--- config.mk ---
export PLATFORM = sky130hd
export DESIGN_NAME = tdm_demux4
export DESIGN_NICKNAME = d
export VERILOG_FILES = /design/src/rtl/tdm_demux4.sv
export SDC_FILE = /design/constraint.sdc
export NUM_CORES = 1
export LEC_CHECK = 0
export ABC_AREA = 1
export ABC_CLOCK_PERIOD_IN_PS = 1500
export BUFFER_PORTS_ARGS = -buffer_cell sky130_fd_sc_hd__buf_2
export CORE_MARGIN = 2
export CORE_UTILIZATION = 35
export DETAILED_ROUTE_END_ITERATION = 10
export SYNTH_ARGS = -nofsm -noshare
export SYNTH_HDL_FRONTEND = slang
export SYNTH_SLANG_ARGS = --single-unit
--- constraint.sdc ---
create_clock -name clk -period 1.5 [get_ports clk]
set_clock_uncertainty 0.15 [all_clocks]
set_input_delay 0 -clock clk [delete_from_list [all_inputs] [get_ports clk]]
set_output_delay 0 -clock clk [all_outputs]
set_load 0.1 [all_outputs]
--- src/rtl/tdm_demux4.sv ---
// Purpose : 4-slot TDM demultiplexer. Gathers a slot-ordered stream into four parallel lanes,
//           tracks frame alignment from a start-of-frame marker and flags framing violations.
// Latency : lanes and frame_valid update on the edge that accepts the slot-3 beat (visible next cycle).
// Backpr. : none; the block always accepts. din_valid low stalls slot tracking and holds all state.
//
// Ports:
//   clk, rst          rising-edge clock, asynchronous active-high reset
//   din[WIDTH]        slot data, sampled with sof only while din_valid is high
//   din_valid         beat qualifier
//   sof               start-of-frame; marks the beat that carries slot 0
//   out0..out3        registered lane outputs, updated together once per complete frame
//   sel[2]            slot index expected on the next valid beat
//   frame_valid       1-cycle pulse: out0..out3 were just updated
//   sync_err          1-cycle pulse: framing violation (missing or early sof)
//   locked            high while the aligner is in RUN
module tdm_demux4 #(
  parameter int WIDTH = 1
) (
  input  logic             clk,
  input  logic             rst,
  input  logic [WIDTH-1:0] din,
  input  logic             din_valid,
  input  logic             sof,
  output logic [WIDTH-1:0] out0,
  output logic [WIDTH-1:0] out1,
  output logic [WIDTH-1:0] out2,
  output logic [WIDTH-1:0] out3,
  output logic [1:0]       sel,
  output logic             frame_valid,
  output logic             sync_err,
  output logic             locked
);

  typedef enum logic {
    HUNT = 1'b0,
    RUN  = 1'b1
  } state_t;

  localparam logic [1:0] SLOT0 = 2'd0;
  localparam logic [1:0] SLOT1 = 2'd1;
  localparam logic [1:0] SLOT2 = 2'd2;
  localparam logic [1:0] SLOT3 = 2'd3;

  state_t           r_state;
  logic [1:0]       r_sel;
  logic [WIDTH-1:0] r_sh0;
  logic [WIDTH-1:0] r_sh1;
  logic [WIDTH-1:0] r_sh2;
  logic [WIDTH-1:0] r_out0;
  logic [WIDTH-1:0] r_out1;
  logic [WIDTH-1:0] r_out2;
  logic [WIDTH-1:0] r_out3;
  logic             r_frame_valid;
  logic             r_sync_err;
  logic             r_locked;

  always_ff @(posedge clk or posedge rst) begin
    if (rst) begin
      r_state       <= HUNT;
      r_sel         <= SLOT0;
      r_sh0         <= '0;
      r_sh1         <= '0;
      r_sh2         <= '0;
      r_out0        <= '0;
      r_out1        <= '0;
      r_out2        <= '0;
      r_out3        <= '0;
      r_frame_valid <= 1'b0;
      r_sync_err    <= 1'b0;
      r_locked      <= 1'b0;
    end else begin
      // Event flags are pulses: cleared every cycle unless re-raised below.
      r_frame_valid <= 1'b0;
      r_sync_err    <= 1'b0;

      if (din_valid) begin
        case (r_state)
          HUNT: begin
            // Unmarked beats carry no alignment information and are dropped silently.
            if (sof) begin
              r_sh0    <= din;
              r_sel    <= SLOT1;
              r_state  <= RUN;
              r_locked <= 1'b1;
            end
          end

          RUN: begin
            if (sof) begin
              // A marker always restarts the frame at slot 0; if it arrived
              // mid-frame the partial frame is abandoned but lock is kept.
              if (r_sel != SLOT0) begin
                r_sync_err <= 1'b1;
              end
              r_sh0 <= din;
              r_sel <= SLOT1;
            end else begin
              case (r_sel)
                SLOT0: begin
                  // Slot 0 without its marker: alignment lost, beat discarded.
                  r_sync_err <= 1'b1;
                  r_state    <= HUNT;
                  r_locked   <= 1'b0;
                  r_sel      <= SLOT0;
                end
                SLOT1: begin
                  r_sh1 <= din;
                  r_sel <= SLOT2;
                end
                SLOT2: begin
                  r_sh2 <= din;
                  r_sel <= SLOT3;
                end
                default: begin
                  // Slot 3 completes the frame; all lanes commit on this edge
                  // so a consumer never sees a mix of two frames.
                  r_out0        <= r_sh0;
                  r_out1        <= r_sh1;
                  r_out2        <= r_sh2;
                  r_out3        <= din;
                  r_frame_valid <= 1'b1;
                  r_sel         <= SLOT0;
                end
              endcase
            end
          end

          default: begin
            r_state  <= HUNT;
            r_locked <= 1'b0;
            r_sel    <= SLOT0;
          end
        endcase
      end
    end
  end

  assign out0        = r_out0;
  assign out1        = r_out1;
  assign out2        = r_out2;
  assign out3        = r_out3;
  assign sel         = r_sel;
  assign frame_valid = r_frame_valid;
  assign sync_err    = r_sync_err;
  assign locked      = r_locked;

endmodule

After elaboration in Yosys (flattened, before gate mapping)
Index checks and enable logic that the tools add are counted.
- register bits: 13
- input bits: 5
- word-level logic and storage cells: 51
- output and inout port bits: 9
- multiplexer cells: 22
- bitwise operators: 3
- equal/unequal tests: 5
- reduce and logical (&&, ||, !) cells: 9
- operators with widths (operator ; number):
    $mux 1 ; 16
    $reduce_and 4->1 ; 4
    $pmux 2 s2 ; 2
    $mux 2 ; 2
    $ne 2x2->1 const B ; 2
    $pmux 1 s2 ; 2
    $reduce_and 2->1 ; 2
    $not 1->1 ; 3
    $reduce_or 3->1 ; 1
    $eq 2x1->1 const B ; 1
    $eq 2x2->1 const B ; 1
    $logic_not 2->1 ; 1
    $ne 2x1->1 const B ; 1
    $reduce_bool 2->1 ; 1

Depth between registers and ports, before layout
- depth in word-level cells: 6
- mapped depth: 7

Least setup slack after synthesis
OpenSTA, ideal clock, no wires.
- kind: reg-to-reg
- from: register r_sel[1], in the netlist sel[1]
- to: register r_out0, in the netlist out0
- clock period less this slack: 1981 ps
- data required time: 1228 ps
- arrival: 1709 ps
- stages on the path, launching flop included: 7
- setup slack: -481 ps
- path through: dfrtp_1 > ha_1 > inv_1 > nor2_1 > nand2_2 > nand2_1 > nand2_1
- longest elaborated chain between the ends: 4
- elaborated cells on any way between the ends: 6
- classes of those cells: eq/ne (2); bitwise (1); reduce/logical (3)
- ends and longest elaborated chain (item ; RTL line ; RTL):
    start, declared ; 45 ; logic [1:0] r_sel;
    start signal, assigned ; 60 ; r_sel <= SLOT0;
    start signal, assigned ; 82 ; r_sel <= SLOT1;
    start signal, assigned ; 96 ; r_sel <= SLOT1;
    $eq 2x2->1 (tied with other cells) ; 98 ; case (r_sel)
    $reduce_or 3->1 (no line) (*) ; - ;
    $not 1->1 (no line) (*) ; - ;
    $reduce_and 4->1 (no line) (*) ; - ;
    end signal, assigned ; 117 ; r_out0 <= r_sh0;
    end, declared ; 49 ; logic [WIDTH-1:0] r_out0;
Every way passes the cells marked *; elsewhere a longest branch is shown, timed or not.
A chain may end at the register's enable or synchronous reset.

Worst setup path in the final report
- from: input sof
- to: register r_sh0
- longest elaborated chain between the ends: 1
- ends and longest elaborated chain (item ; RTL line ; RTL):
    start, declared ; 23 ; input logic sof,
    $reduce_and 2->1 (no line) ; - ;
    end signal, assigned ; 81 ; r_sh0 <= din;
    end signal, assigned ; 95 ; r_sh0 <= din;
    end, declared ; 46 ; logic [WIDTH-1:0] r_sh0;
No other way between the ends.

==> metrics.txt <==
Post-synth top cells=25 x nand2_1, 13 x dfrtp_1, 9 x inv_1, 9 x nand3_1, 5 x ha_1; slowest stage cell, crit path=dlygate4sd3_1; first drt pass iteration count=4; die width=about 46 µm; nets=~100; Post-Route WL=1.10 mm; EDFF count, synth=0; Adder-Cell Fraction of Synth Area=a little over 10%; GP Congestion=between 0.7 and 0.8; Syn Area/Cell=8.62 µm²; row count=15; die span in y=45.8 µm; GR Overflow Total=0; crit path launch type=input port; largest family of logic cells by synthesized area=simple AND/OR/NAND/NOR gates; Buf+Inv Stages, Crit Path=3; area fraction in and, or, nand and nor cells after synthesis=29.2%; IO Port Bufs=13; first-pass GRT wire length=between 1.5 and 2 mm; Crit Path Class=input port to flop; top cell type by total area after synthesis=dfrtp_1; CP endpoint kind=flop; GRT Overall Usage=13.0%; synth top area cells=dfrtp_1 53%, nand2_1 15%, ha_1 10%, nand3_1 7.4%, inv_1 5.5%; Synthesized Nets=81; initial antenna violation count=0; H-tree depth=1; ANT cells=0; type of the tightest min-delay check=input port to async pin; placed inst area=~700 µm²; vias in the first global route=455; clock root buffer=clkbuf_4; DRT iter0 DRCs=8; Synth Area in XOR/XNOR=0%; period utilization=90.4%; slowest stage delay, CP=0.55 ns; CTS tree=done; mux contribution to synthesized area=0%; starting density of the core=36.2%; CP Data Required Time=1.52 ns; dpl hpwl=834 µm; fin crit period=1.36 ns; fin area=785 µm²; unrepaired setup endpoints after global routing=false; Cell Area, Synth=612 µm²; post-synth top area share=53.2%; largest net degree at the start of global routing=14; ANT nets after route=0; Core Area=0.00169 mm²; IO Count=14; TritonCTS buffer count=3; synthesized netlist cell count=71; endpoints failing setup=0; Worst Path Max Fanout=6; area of the die=0.00210 mm²; Critical Path Most Common Cell=dlygate4sd3_1; Fin Setup TNS=0 ns; clk buf depth=2; Slew headroom=67.8%; Hold Fails Final Rpt=0; Post-synth ARST share=100%; reg2reg start=sel[0]; leading cell type by number of instances after synthesis=nand2_1; Layout Area Growth over Synthesis=28.2%; Worst path top cell family by delay=buffers and inverters; wire length per cell=9.99 µm; top_reg_cell synth=dfrtp_1; ratio of cells with drive above 1 in the final layout=around a quarter; Synth Area in Compound Gates=1.23%; Worst-Margin Slew=around 0.48 ns; Via density=4.70; Slew Limit Fails=0; Clk Latency, worst-skew pair=0.27 ns; post-synthesis sequential area ratio=a little over half; Post-CTS Setup Bufs=0; synth warn=0; max frequency=738 MHz; Clock transition at path regs=0.08 ns; Remaining DRCs=0; CP cell instances=dlygate4sd3_1 > buf_2 > nand3_1 > dlygate4sd3_1 > nand2_1; Synth cell types=11; vias=517; FF+latch count, synth=13; maxcap violations=0; status=completed; Worst EP arrival=1.37 ns; CTS sink count=13; CP Launch Point=sof
logic make-up (layout without fill, tap and decap cells):
kind of cell / Yosys count / in the layout
simple gates: 42 / 42
buf+inv: 10 / 32
flops: 13 / 13
compound gates: 1 / 1
fa+ha+maj: 5 / 5
placed cells by master (no fill, tap or decap):
master,n
nand2_1,25
buf_2,13
dfrtp_1,11
inv_1,9
nand3_1,9
ha_1,5
dlygate4sd3_1,5
nor2_1,3
clkbuf_4,3
nand2_2,2
dfrtp_4,2
inv_2,1
nor2_2,1
nand4_1,1
or2_1,1
o211ai_1,1
clkbuf_1,1
per-stage QoR:
step                util, %  hold slack [ns]  setup WS, ns  cells
finish                 46.4            0.129         0.144    110
global route           46.4            0.197        0.0439    110
CTS                    46.4            0.139         0.137    110
detailed placement     41.9           -0.107         0.159    101
global placement       41.9           -0.104         0.172    101
floorplan                 -           -0.273       0.00190     71
flip-flops by register name, indices dropped and copies added, names as in the netlist:
| signal | flops |
|---|---|
| locked | 1 |
| frame_valid | 1 |
| out2 | 1 |
| sel | 2 |
| out1 | 1 |
| r_state | 1 |
| sync_err | 1 |
| out0 | 1 |
| r_sh0 | 1 |
| out3 | 1 |
| r_sh2 | 1 |
| r_sh1 | 1 |
path summary, 6_finish.rpt:
check | slack [ns] | cells after the start | to
setup / recovery | 0.14 | 5 | r_sh0
hold / removal | 0.13 | 3 | sel[1]
setup reg to reg | 0.15 | 4 | sync_err
hold reg to reg | 0.32 | 2 | out3
max in group asynchronous | 0.71 | 3 | sel[0]
min in group clk | 0.32 | 2 | out3
timing repair:
item	in CTS	in global routing
hold buffers	5	0
gates resized for setup	0	0
endpoints found under the hold margin	26	0
layer usage:
| metal | GRT usage [%] | vias up | share of wire [%] |
|---|---|---|---|
| li1 | - | 263 | - |
| met1 | 17.0 | 235 | 47 |
| met2 | 18.6 | 15 | 45 |
| met3 | 3.57 | 4 | 5.6 |
| met4 | 8.57 | 0 | 2.3 |
| met5 | 0 | - | 0 |
cell type report:
| class | instances | area (µm²) |
|---|---|---|
| sequential | 13 | 333 |
| multi-input combinational | 48 | 251 |
| clock buffer | 4 | 26.3 |
| fill | 188 | 905 |
| inverter | 10 | 37.5 |
| timing repair buffer | 18 | 115 |
| tap | 17 | 21.3 |
worst reg2reg max path: stages (launching register included):
cell and delay, ns:
dfrtp_4 0.51, inv_1 0.09, ha_1 0.19, ha_1 0.24, nor2_1 0.11
Power is left out: the tool's default activity adds up to more than one toggle a clock period on the data nets, which glitch-free logic cannot reach.
